File: src/rtl/tetris_game_seq.sv
// Tetris game sequencer: spawn, gravity, moves, lock handshakes and row clearing.
// Optional TETRIS_SPEEDUP_EN shortens the gravity period as cleared lines grow.
module tetris_game_seq #(
   parameter int BOARD_W       = 10,
   parameter int BOARD_H       = 20,
   parameter int ADDR_W        = 8,
   parameter int CELL_W        = 6,
   parameter int GRAVITY_TICKS = 25_000_000,
   parameter int NUM_PIECES    = 7
) (
   input  logic              clk,
   input  logic              reset_n,
   input  logic              go,
   input  logic              left,
   input  logic              right,
   input  logic              rotate,
   input  logic              soft_drop,
   output logic              chk_start,
   output logic [4:0]        chk_x,
   output logic [5:0]        chk_y,
   output logic [1:0]        chk_rot,
   input  logic              chk_done,
   input  logic              chk_hit,
   output logic              drw_start,
   output logic [4:0]        drw_x,
   output logic [5:0]        drw_y,
   output logic [1:0]        drw_rot,
   output logic              drw_clear,
   input  logic              drw_done,
   output logic              lock_start,
   input  logic              lock_done,
   output logic [2:0]        piece,
   output logic              ram_own,
   output logic [ADDR_W-1:0] ram_addr,
   output logic [CELL_W-1:0] ram_wdata,
   output logic              ram_wren,
   input  logic [CELL_W-1:0] ram_rdata,
   output logic [15:0]       score,
   output logic [9:0]        lines,
   output logic              game_over
);

   typedef enum logic [3:0] {
      S_IDLE, S_CLEAR, S_SPAWN, S_DRAW, S_WAIT, S_CHECK,
      S_ERASE, S_LOCK, S_SCAN, S_SHIFT, S_SCORE, S_OVER
   } state_t;

   localparam int CELLS = BOARD_W * BOARD_H;
   localparam int GW    = $clog2(GRAVITY_TICKS + 1);
   localparam int RW    = $clog2(BOARD_H);
   localparam int CW    = $clog2(BOARD_W + 1);
   localparam int X0    = (BOARD_W - 4) / 2;

   state_t            state_q, state_d;
   logic              busy_q, busy_d, down_q, down_d, tick_q, tick_d;
   logic              ev_vld_q, ev_vld_d, phase_q, phase_d;
   logic [1:0]        ev_q, ev_d, rot_q, rot_d, crot_q, crot_d;
   logic [4:0]        x_q, x_d, cx_q, cx_d;
   logic [5:0]        y_q, y_d, cy_q, cy_d;
   logic [2:0]        piece_q, piece_d, cleared_q, cleared_d;
   logic [7:0]        lfsr_q, lfsr_d;
   logic [3:0]        prev_q, prev_d, ins, rise;
   logic [GW-1:0]     grav_q, grav_d, period;
   logic [ADDR_W-1:0] ptr_q, ptr_d, scan_addr, row_end;
   logic [RW-1:0]     row_q, row_d;
   logic [CW-1:0]     col_q, col_d;
   logic [15:0]       score_q, score_d;
   logic [9:0]        lines_q, lines_d;
   logic [16:0]       sum;
   logic [3:0]        add;
   logic              spawn_go;

`ifdef TETRIS_SPEEDUP_EN
   logic [GW-1:0]     period_q, period_d;
   logic [31:0]       red;
   assign period = period_q;
`else
   assign period = GW'(GRAVITY_TICKS);
`endif

   assign ins       = {soft_drop, right, left, rotate};
   assign rise      = ins & ~prev_q;
   assign scan_addr = ADDR_W'(row_q) * ADDR_W'(BOARD_W) + ADDR_W'(col_q);
   assign row_end   = ADDR_W'(row_q) * ADDR_W'(BOARD_W) + ADDR_W'(BOARD_W - 1);

   always_ff @(posedge clk) begin
      if (!reset_n) begin
         state_q   <= S_IDLE;
         busy_q    <= 1'b0;
         down_q    <= 1'b0;
         tick_q    <= 1'b0;
         ev_vld_q  <= 1'b0;
         ev_q      <= '0;
         phase_q   <= 1'b0;
         x_q       <= '0;
         y_q       <= '0;
         rot_q     <= '0;
         cx_q      <= '0;
         cy_q      <= '0;
         crot_q    <= '0;
         piece_q   <= '0;
         cleared_q <= '0;
         lfsr_q    <= 8'h01;
         prev_q    <= '0;
         grav_q    <= '0;
         ptr_q     <= '0;
         row_q     <= '0;
         col_q     <= '0;
         score_q   <= '0;
         lines_q   <= '0;
`ifdef TETRIS_SPEEDUP_EN
         period_q  <= GW'(GRAVITY_TICKS);
`endif
      end else begin
         state_q   <= state_d;
         busy_q    <= busy_d;
         down_q    <= down_d;
         tick_q    <= tick_d;
         ev_vld_q  <= ev_vld_d;
         ev_q      <= ev_d;
         phase_q   <= phase_d;
         x_q       <= x_d;
         y_q       <= y_d;
         rot_q     <= rot_d;
         cx_q      <= cx_d;
         cy_q      <= cy_d;
         crot_q    <= crot_d;
         piece_q   <= piece_d;
         cleared_q <= cleared_d;
         lfsr_q    <= lfsr_d;
         prev_q    <= prev_d;
         grav_q    <= grav_d;
         ptr_q     <= ptr_d;
         row_q     <= row_d;
         col_q     <= col_d;
         score_q   <= score_d;
         lines_q   <= lines_d;
`ifdef TETRIS_SPEEDUP_EN
         period_q  <= period_d;
`endif
      end
   end

   always_comb begin
      state_d   = state_q;
      busy_d    = busy_q;
      down_d    = down_q;
      tick_d    = tick_q;
      ev_vld_d  = ev_vld_q;
      ev_d      = ev_q;
      phase_d   = phase_q;
      x_d       = x_q;
      y_d       = y_q;
      rot_d     = rot_q;
      cx_d      = cx_q;
      cy_d      = cy_q;
      crot_d    = crot_q;
      piece_d   = piece_q;
      cleared_d = cleared_q;
      prev_d    = ins;
      grav_d    = grav_q;
      ptr_d     = ptr_q;
      row_d     = row_q;
      col_d     = col_q;
      score_d   = score_q;
      lines_d   = lines_q;
      spawn_go  = 1'b0;
      add       = 4'd0;
      sum       = '0;
      lfsr_d    = {lfsr_q[6:0], lfsr_q[7] ^ lfsr_q[5] ^ lfsr_q[4] ^ lfsr_q[3]};
`ifdef TETRIS_SPEEDUP_EN
      period_d  = period_q;
      red       = '0;
`endif
      case (state_q)
         S_IDLE, S_OVER: if (go) begin
            state_d  = S_CLEAR;
            ptr_d    = '0;
            score_d  = '0;
            lines_d  = '0;
            ev_vld_d = 1'b0;
            tick_d   = 1'b0;
            grav_d   = '0;
         end
         S_CLEAR: begin
            if (ptr_q == ADDR_W'(CELLS - 1)) begin
               ptr_d    = '0;
               spawn_go = 1'b1;
            end else begin
               ptr_d = ptr_q + ADDR_W'(1);
            end
         end
         S_SPAWN: begin
            if (!busy_q) busy_d = 1'b1;
            else if (chk_done) begin
               busy_d  = 1'b0;
               state_d = chk_hit ? S_OVER : S_DRAW;
            end
         end
         S_DRAW: begin
            if (!busy_q) busy_d = 1'b1;
            else if (drw_done) begin
               busy_d  = 1'b0;
               state_d = S_WAIT;
            end
         end
         S_WAIT: begin
            if (grav_q >= period - GW'(1)) begin
               grav_d = '0;
               tick_d = 1'b1;
            end else begin
               grav_d = grav_q + GW'(1);
            end
            cx_d   = x_q;
            cy_d   = y_q;
            crot_d = rot_q;
            down_d = 1'b0;
            // Queued input wins over gravity; edge moves off the board are dropped.
            if (ev_vld_q) begin
               ev_vld_d = 1'b0;
               if (ev_q == 2'd0) begin
                  crot_d  = rot_q + 2'd1;
                  state_d = S_CHECK;
               end else if (ev_q == 2'd1) begin
                  cx_d = x_q - 5'd1;
                  if (x_q != 5'd0) state_d = S_CHECK;
               end else if (ev_q == 2'd2) begin
                  cx_d = x_q + 5'd1;
                  if (x_q < 5'(BOARD_W - 1)) state_d = S_CHECK;
               end else begin
                  cy_d    = y_q + 6'd1;
                  down_d  = 1'b1;
                  state_d = S_CHECK;
               end
            end else if (tick_q) begin
               tick_d  = 1'b0;
               cy_d    = y_q + 6'd1;
               down_d  = 1'b1;
               state_d = S_CHECK;
            end
         end
         S_CHECK: begin
            if (!busy_q) busy_d = 1'b1;
            else if (chk_done) begin
               busy_d = 1'b0;
               if (!chk_hit) state_d = S_ERASE;
               else state_d = down_q ? S_LOCK : S_WAIT;
            end
         end
         S_ERASE: begin
            if (!busy_q) busy_d = 1'b1;
            else if (drw_done) begin
               busy_d  = 1'b0;
               x_d     = cx_q;
               y_d     = cy_q;
               rot_d   = crot_q;
               state_d = S_DRAW;
            end
         end
         S_LOCK: begin
            if (!busy_q) busy_d = 1'b1;
            else if (lock_done) begin
               busy_d    = 1'b0;
               row_d     = RW'(BOARD_H - 1);
               col_d     = '0;
               cleared_d = '0;
               state_d   = S_SCAN;
            end
         end
         S_SCAN: begin
            // rdata lags the address by one cycle, so col_q-1 is being tested.
            if (col_q != '0 && ram_rdata == '0) begin
               col_d = '0;
               if (row_q == '0) state_d = S_SCORE;
               else row_d = row_q - RW'(1);
            end else if (col_q == CW'(BOARD_W)) begin
               col_d   = '0;
               ptr_d   = row_end;
               phase_d = 1'b0;
               state_d = S_SHIFT;
            end else begin
               col_d = col_q + CW'(1);
            end
         end
         S_SHIFT: begin
            if (ptr_q < ADDR_W'(BOARD_W)) begin
               if (ptr_q == '0) begin
                  if (lines_q != 10'h3FF) lines_d = lines_q + 10'd1;
                  if (cleared_q != 3'd7) cleared_d = cleared_q + 3'd1;
                  state_d = S_SCAN;
               end else begin
                  ptr_d = ptr_q - ADDR_W'(1);
               end
            end else if (!phase_q) begin
               phase_d = 1'b1;
            end else begin
               phase_d = 1'b0;
               ptr_d   = ptr_q - ADDR_W'(1);
            end
         end
         S_SCORE: begin
            case (cleared_q)
               3'd0:    add = 4'd0;
               3'd1:    add = 4'd1;
               3'd2:    add = 4'd3;
               3'd3:    add = 4'd5;
               default: add = 4'd8;
            endcase
            sum      = {1'b0, score_q} + {13'd0, add};
            score_d  = sum[16] ? 16'hFFFF : sum[15:0];
            spawn_go = 1'b1;
         end
         default: state_d = S_IDLE;
      endcase
      if (spawn_go) begin
         state_d = S_SPAWN;
         busy_d  = 1'b0;
         piece_d = 3'(lfsr_q % 8'(NUM_PIECES));
         x_d     = 5'(X0);
         y_d     = '0;
         rot_d   = '0;
         cx_d    = 5'(X0);
         cy_d    = '0;
         crot_d  = '0;
`ifdef TETRIS_SPEEDUP_EN
         red = (32'(lines_q) / 32'd10) * 32'(GRAVITY_TICKS / 16);
         if (red + 32'(GRAVITY_TICKS / 8) >= 32'(GRAVITY_TICKS))
            period_d = GW'(GRAVITY_TICKS / 8);
         else
            period_d = GW'(32'(GRAVITY_TICKS) - red);
`endif
      end
      if (state_q != S_OVER && !ev_vld_d && rise != 4'd0) begin
         ev_vld_d = 1'b1;
         if (rise[0]) ev_d = 2'd0;
         else if (rise[1]) ev_d = 2'd1;
         else if (rise[2]) ev_d = 2'd2;
         else ev_d = 2'd3;
      end
   end

   always_comb begin
      chk_start  = (state_q == S_SPAWN || state_q == S_CHECK) && !busy_q;
      chk_x      = cx_q;
      chk_y      = cy_q;
      chk_rot    = crot_q;
      drw_start  = (state_q == S_DRAW || state_q == S_ERASE) && !busy_q;
      drw_x      = x_q;
      drw_y      = y_q;
      drw_rot    = rot_q;
      drw_clear  = state_q == S_ERASE;
      lock_start = state_q == S_LOCK && !busy_q;
      piece      = piece_q;
      ram_own    = state_q == S_CLEAR || state_q == S_SCAN || state_q == S_SHIFT;
      ram_addr   = ptr_q;
      ram_wdata  = '0;
      ram_wren   = state_q == S_CLEAR;
      if (state_q == S_SCAN) begin
         ram_addr = scan_addr;
      end else if (state_q == S_SHIFT) begin
         if (ptr_q < ADDR_W'(BOARD_W)) begin
            ram_wren = 1'b1;
         end else if (!phase_q) begin
            ram_addr = ptr_q - ADDR_W'(BOARD_W);
         end else begin
            ram_wren  = 1'b1;
            ram_wdata = ram_rdata;
         end
      end
      score     = score_q;
      lines     = lines_q;
      game_over = state_q == S_OVER;
   end

endmodule

File: config.mk
export PLATFORM = sky130hd
export DESIGN_NAME = tetris_game_seq
export DESIGN_NICKNAME = d
export VERILOG_FILES = /design/src/rtl/tetris_game_seq.sv
export SDC_FILE = /design/constraint.sdc
export NUM_CORES = 1
export LEC_CHECK = 0
export CAP_MARGIN = 30
export CELL_PAD_IN_SITES_DETAIL_PLACEMENT = 1
export CELL_PAD_IN_SITES_GLOBAL_PLACEMENT = 1
export CORE_MARGIN = 2
export CORE_UTILIZATION = 42
export DETAILED_ROUTE_END_ITERATION = 10
export PLACE_DENSITY = 0.83
export SLEW_MARGIN = 15
export SYNTH_ARGS = -nofsm -noshare
export SYNTH_HDL_FRONTEND = slang
export SYNTH_SLANG_ARGS = --single-unit
File: constraint.sdc
create_clock -name clk -period 3.65 [get_ports clk]
set_input_delay 0.5475 -clock clk [delete_from_list [all_inputs] [get_ports clk]]
set_output_delay 0.5475 -clock clk [all_outputs]
set_load 0.005 [all_outputs]
==> results of run 1 <==
-- through the flow --
step / setup slack [ns] / hold slack (ns) / instance area [um2]
global placement: 0.567 / 0.459 / 8890
detailed placement: 0.449 / 0.472 / 8890
CTS: 0.0533 / 0.477 / 9490
floorplan: 0.973 / 0.441 / 7780
global route: 0.0261 / 0.493 / 9540
finish: 0.167 / 0.478 / 9540
-- how the worst max path moves through the flow --
stage	from	to	slack, ns	depth (start not counted)
final	row_q[1]	ram_addr[7]	0.17	8
after global routing	state_q[1]	ram_addr[7]	0.03	8
after CTS	row_q[1]	ram_addr[7]	0.05	9
after detailed placement	row_q[1]	ram_addr[7]	0.45	9
after global placement	row_q[1]	ram_addr[7]	0.57	9
after floorplan	lfsr_q[4]	piece[1]	0.97	15
-- synthesized netlist by cell type, types with 8 or more instances --
cell | n | area, um2
dfxtp_1 | 123 | 2460
nand3_1 | 39 | 195
nor3_1 | 38 | 190
a311oi_1 | 9 | 78.8
mux2i_1 | 20 | 200
a21oi_1 | 93 | 465
xor2_1 | 21 | 184
nand2_1 | 127 | 477
nor2_1 | 100 | 375
and2_1 | 18 | 113
ha_1 | 38 | 475
inv_1 | 37 | 139
nand2b_1 | 11 | 68.8
clkbuf_1 | 45 | 169
a22oi_1 | 8 | 60.1
o22ai_1 | 10 | 62.6
buf_2 | 11 | 55.1
nand4_1 | 16 | 100
and3_1 | 18 | 113
or3_1 | 15 | 93.8
a31oi_1 | 11 | 68.8
a211oi_1 | 21 | 158
nor2b_1 | 14 | 87.6
o21ai_0 | 69 | 345
xnor2_1 | 25 | 219
-- critical path: stages (launching register included) --
cell and delay (ns):
dfxtp_1 0.42, ha_1 0.28, ha_1 0.24, fa_2 0.61
nand2_1 0.07, nor2_1 0.12, xnor2_1 0.07, o22ai_1 0.14
clkdlybuf4s50_1 0.55
-- power groups by stage --
| stage | clock (mW) | sequential, mW | combinational [mW] |
|---|---|---|---|
| after floorplan | 0 | 1.40 | 0.233 |
| after global placement | 0 | 1.42 | 0.334 |
| after detailed placement | 0 | 1.42 | 0.342 |
| after CTS | 1.75 | 1.40 | 0.347 |
| after global routing | 1.80 | 1.40 | 0.387 |
| final | 1.72 | 1.40 | 0.351 |
-- cell type report --
type / count / area share [%]
clock buffer: 19 / 4.75
clock inverter: 13 / 1.50
inverter: 37 / 1.46
multi-input combinational: 810 / 51.8
sequential: 123 / 25.8
tap: 229 / 3.00
timing repair buffer: 117 / 11.7
-- cells by family after synthesis --
group	Yosys count
compound gates	277
xor+xnor	46
simple gates	426
mux	20
fa+ha+maj	41
flops	123
buf+inv	99
-- registers in the layout, summed over array words and instances, names as in the netlist, 2 cells and up --
name and cells:
row_q 5, piece 3, chk_y 6, drw_x 5, cleared_q 3, chk_x 5
state_q 4, chk_rot 2, score 16, ev_q 2, prev_q 4, lines 10
grav_q 25, col_q 4, drw_y 6, drw_rot 2, lfsr_q 8, ptr_q 8
-- what timing repair did --
| action | in CTS | in global routing |
|---|---|---|
| setup endpoints to repair | 1 | 2 |
| gates cloned | 0 | 0 |
| gates resized for setup | 1 | 4 |
| setup buffers | 0 | 2 |
| pin swaps | 0 | 1 |
-- per-layer routing --
| layer | global-route usage (%) | share of wire (%) | up-vias |
|---|---|---|---|
| met1 | 30.7 | 45 | 3857 |
| li1 | - | - | 3829 |
| met5 | 0 | 0 | - |
| met2 | 43.5 | 49 | 131 |
| met3 | 6.19 | 4.4 | 25 |
| met4 | 6.01 | 1.3 | 0 |
==> qor.txt, run 1 <==
status: finished, violations left
failing checks: DRC
RSZ-0062 raised after global routing: false
Final setup viols: 0
post-layout util: 52.7%
I/O pin count: 93
commonest cells after routing, fill and taps aside: nand2_1, dfxtp_1, nor2_1, a21oi_1, clkdlybuf4s50_1
async set or reset register ratio after synthesis: 0%
worst hold-check path type: reg2reg
largest family of logic cells by synthesized area: simple AND/OR/NAND/NOR gates
final setup TNS: 0 ns
Sw Pwr: 0.927 mW
post-DP HPWL: 16700 um
largest net degree at the start of global routing: 32
antenna diode count: 0
Critical Path End Type: primary output
Worst R2R Start: lfsr_q[4]
Sw Ratio: 26.7%
Clk Latency, worst-skew pair: 0.43 ns
Clock power frac: 49.6%
detailed-route vias per instance: 5.82
Worst Hold Depth: 2
Synth Warn #: 0
CTS root buf: clkbuf_16
hold_sp: chk_y[1]
Crit Path Category: reg2out
initial antenna violation count: 0
CP max FO: 6
via count: 7842
grt ovf: 0
total chip power: 3.47 mW
total CTS buffers: 17
Rows: 49
Power Dens Cells: 364 nW/um2
Post-Syn Instances: 1032
P_int: 2.54 mW
Die Y: 140 um
starting density of the core: 43.0%
max_cap viols: 0
placed cells: 1312
Worst R2R Setup Slack: 0.44 ns
H-tree lvl count: 4
simple logic cell fraction of the synthesized area: 26.3%
post-synthesis cell area: 7780 um2
Logic pwr share: 10.1%
share of layout cells above drive strength 1: 6.79%
Die W: 140 um
vias in the first global route: 7839
post-layout min period: 3.48 ns
synth unique cells: 72
# DRC: 1
CTS max path bufs: 2
R2R Path End: piece[1]
WL/cell: 17.9 um
clock slew at reported path FFs: 0.06 ns
Arrival @ worst endpoint: 2.94 ns
GRT Util Overall: 24.8%
VDD IR-drop max: 0.382 mV
hold_buf cts: 0
CORE AREA: 18100 um2
static leakage: 3.41 nW
Top FF cell, synth: dfxtp_1
Port Buffers: 92
CP Launch Type: flop
Final Wtd Congestion: 0.830
R2R cell count: 11
WL final: 24100 um
Detail Route Antenna Nets: 0
Final Hold Viols: 0
max-slew violation total from the final report: 0
Peak Freq: 287 MHz
mux share of post-synthesis cell area: 2.57%
most common cell after layout, fill and taps aside: nand2_1
worst slew pin tran: 0.752 ns
Synth Area per Inst: 7.54 um2
Synth Area in Adders: 6.88%
Final Instance Count excl. Fillers: 1348
post-synthesis register bit count: 123
# fillers: 2227
Worst slew margin: 49.5%
Critical Path RT: 3.10 ns
Synth Area in Compound Gates: 22.2%
global-route wire length before repair: 40000 um
Synthesized Nets: 1090
CTS tree: yes
Seq/Total Area, Yosys: 31.6%
clock sink count: 123
Multi-input gate area: 4940 um2
Sequential Area: 2460 um2
final net count: 1164
Initial DRC Count: 398
EDFF count, synth: 0
Hold Crit Endpoint: drw_y[1]
Area growth syn-to-layout: 22.5%
Post-Synth XOR/XNOR Area: 5.18%
final worst-path cycle share: 95.4%
Reg power frac: 40.2%
full die area: 19600 um2
detailed-router iteration count before antenna repair: 8
Clock Skew: 0.0115 ns
No activity file was read; power rests on OpenSTA's default activity.
==> run 2: changes to the inputs <==
CTS_CLUSTER_DIAMETER = 80   (was unset)
MAX_ROUTING_LAYER = met4   (was unset)
==> run 2 against run 1 <==
  * The run still ends with DRC left
  * First-iteration DRC count decreased by 5.5%
  * Sequential share of layout area unchanged
  * Via count increased by 0.74%
  * Final cell count unchanged
  * Total power about the same
  * Non-clock buffer count unchanged
  * Clock power about the same
  * Critical endpoint unchanged
  * Largest cell class unchanged
==> qor.txt, run 2 (synthesis gave the netlist of run 1 again) <==
H-tree lvl count: 4 (unchanged)
# DRC: 1 (unchanged)
hold_buf cts: 0 (unchanged)
most frequent cell on the critical path: ha_1 (unchanged)
share of layout cells above drive strength 1: 6.79% (unchanged)
Crit Path Category: reg2out (unchanged)
Critical Path RT: 3.10 ns (about the same)
detailed-router iteration count before antenna repair: 8 (unchanged)
final worst-path cycle share: 95.4% (about the same)
via count: 7900 (was 7842)
R2R cell count: 11 (unchanged)
WL final: 24200 um (was 24100 um)
vias in the first global route: 7843 (was 7839)
max reg flops: 25 (unchanged)
Area growth syn-to-layout: 22.5% (unchanged)
Die W: 140 um (unchanged)
Peak Freq: 287 MHz (about the same)
failing checks: DRC (unchanged)
hold_sp: chk_y[1] (unchanged)
full die area: 19600 um2 (unchanged)
initial antenna violation count: 0 (unchanged)
Die Y: 140 um (unchanged)
Worst R2R Setup Slack: 0.43 ns (was 0.44 ns)
crit-path cells: ha_1 -> ha_1 -> fa_2 -> nand2_1 -> nor2_1 -> xnor2_1 -> o22ai_1 -> clkdlybuf4s50_1 (unchanged)
max-slew violation total from the final report: 0 (unchanged)
global-route wire length before repair: 40000 um (about the same)
Port Buffers: 92 (unchanged)
CTS max path bufs: 2 (unchanged)
total CTS buffers: 17 (unchanged)
max_cap viols: 0 (unchanged)
I/O pin count: 93 (unchanged)
Power Dens Cells: 364 nW/um2 (about the same)
Final Hold Viols: 0 (unchanged)
worst hold-check path type: reg2reg (unchanged)
Final Wtd Congestion: 0.843 (was 0.830)
CTS root buf: clkbuf_16 (unchanged)
Clock Skew: 0.0122 ns (was 0.0115 ns)
Clk Latency, worst-skew pair: 0.43 ns (about the same)
detailed-route vias per instance: 5.86 (was 5.82)
commonest cells after routing, fill and taps aside: nand2_1, dfxtp_1, nor2_1, a21oi_1, clkdlybuf4s50_1 (unchanged)
CP Launch Type: flop (unchanged)
Final setup viols: 0 (unchanged)
Crit path largest cell delay: 0.61 ns (about the same)
Arrival @ worst endpoint: 2.94 ns (about the same)
WL/cell: 18.0 um (was 17.9 um)
clock slew at reported path FFs: 0.06 ns (about the same)
smallest setup slack after layout: 0.167 ns (about the same)
Worst Hold Depth: 2 (unchanged)
Post-Place Setup Slack: 0.449 ns (unchanged)
final setup TNS: 0 ns (unchanged)
starting density of the core: 43.0% (unchanged)
most common cell after layout, fill and taps aside: nand2_1 (unchanged)
CORE AREA: 18100 um2 (unchanged)
Initial DRC Count: 376 (was 398)
CTS tree: yes (unchanged)
CP startpoint: row_q[3] (was row_q[1])
register bank with the most flops: grav_q (unchanged)
antenna diode count: 0 (unchanged)
Worst R2R Start: lfsr_q[5] (was lfsr_q[4])
Max stage delay cell, worst path: fa_2 (unchanged)
Worst slew margin: 49.3% (was 49.5%)
grt ovf: 0 (unchanged)
status: finished, violations left (unchanged)
Rows: 49 (unchanged)
CP max FO: 6 (unchanged)
Detail Route Antenna Nets: 0 (unchanged)
Critical Path End Type: primary output (unchanged)
GRT Util Overall: 25.5% (was 24.8%)
post-DP HPWL: 16700 um (unchanged)
static leakage: 3.41 nW (unchanged)
post-layout min period: 3.48 ns (about the same)
final net count: 1164 (unchanged)
worst slew pin tran: 0.754 ns (was 0.752 ns)
# fillers: 2223 (was 2227)
R2R Path End: piece[1] (unchanged)
worst hold margin: 0.477 ns (was 0.478 ns)
clock sink count: 123 (unchanged)
largest net degree at the start of global routing: 32 (unchanged)
Hold Crit Endpoint: drw_y[1] (unchanged)
RSZ-0062 raised after global routing: false (unchanged)
VDD IR-drop max: 0.380 mV (was 0.382 mV)
==> run 2: layer usage <==
metal | track usage, % | vias to the layer above | wire (um)
met1 | 30.7 | 3883 | 10900
met3 | 6.15 | 28 | 1050
met5 | - | - | 0
li1 | - | 3833 | -
met4 | 5.69 | 0 | 355
met2 | 43.6 | 156 | 11900
==> run 2: worst max-delay path by stage <==
stage               depth (start not counted)  slack, ns          end
finish                                      8       0.17  ram_addr[7]
global route                                8       0.02  ram_addr[7]
CTS                                         9       0.05  ram_addr[7]
detailed placement                          9       0.45  ram_addr[7]
global placement                            9       0.57  ram_addr[7]
floorplan                                  15       0.97     piece[1]
==> run 2: per-stage QoR <==
stage | utilization [%] | cell area, um2 | total power [mW] | cells
finish | 52.7 | 9540 | 3.47 | 1348
global placement | 49.1 | 8890 | 1.76 | 1312
floorplan | - | 7780 | 1.64 | 1032
detailed placement | 49.1 | 8890 | 1.77 | 1312
global route | 52.7 | 9540 | 3.59 | 1348
CTS | 52.5 | 9490 | 3.49 | 1344
==> run 2: worst max-delay path, delay by kind of cell (launching register included) <==
family	cells	cell delay, ns
adders and majority gates	3	1.13
buffers and inverters	1	0.55
DFF	1	0.42
and+or+nand+nor	2	0.19
AOI/OAI and AO/OA	1	0.14
xor gates and xnor gates	1	0.08
==> run 2: power by group <==
group          switching [mW]  total, mW  internal, mW  leakage, nW
clock network           0.678       1.72          1.04        0.278
logic                   0.213      0.351         0.139         2.13
registers              0.0349       1.40          1.36        0.994
total                   0.925       3.47          2.54         3.41
==> run 2: repair_timing <==
item / CTS / global route
buffers inserted: 0 / 2
cloned: 0 / 0
gates resized for setup: 1 / 4
endpoints found under the setup margin: 1 / 2
pin swaps: 0 / 1
hold endpoints to repair: 0 / 0
==> run 2: final cells by class <==
type	instances	area (um2)	share of cell area, %
clock inverters	13	143	1.50
multi-input cells	810	4940	51.8
repair buffers	117	1120	11.7
clock buffers	19	453	4.75
inverters	37	139	1.46
flip-flops and latches	123	2460	25.8
well taps	229	287	3.00
==> run 3: changes to the inputs <==
CTS_CLUSTER_SIZE = 12   (was unset)
==> results of run 3 <==
The final DEF is identical to that of run 2; final timing and power are the same.
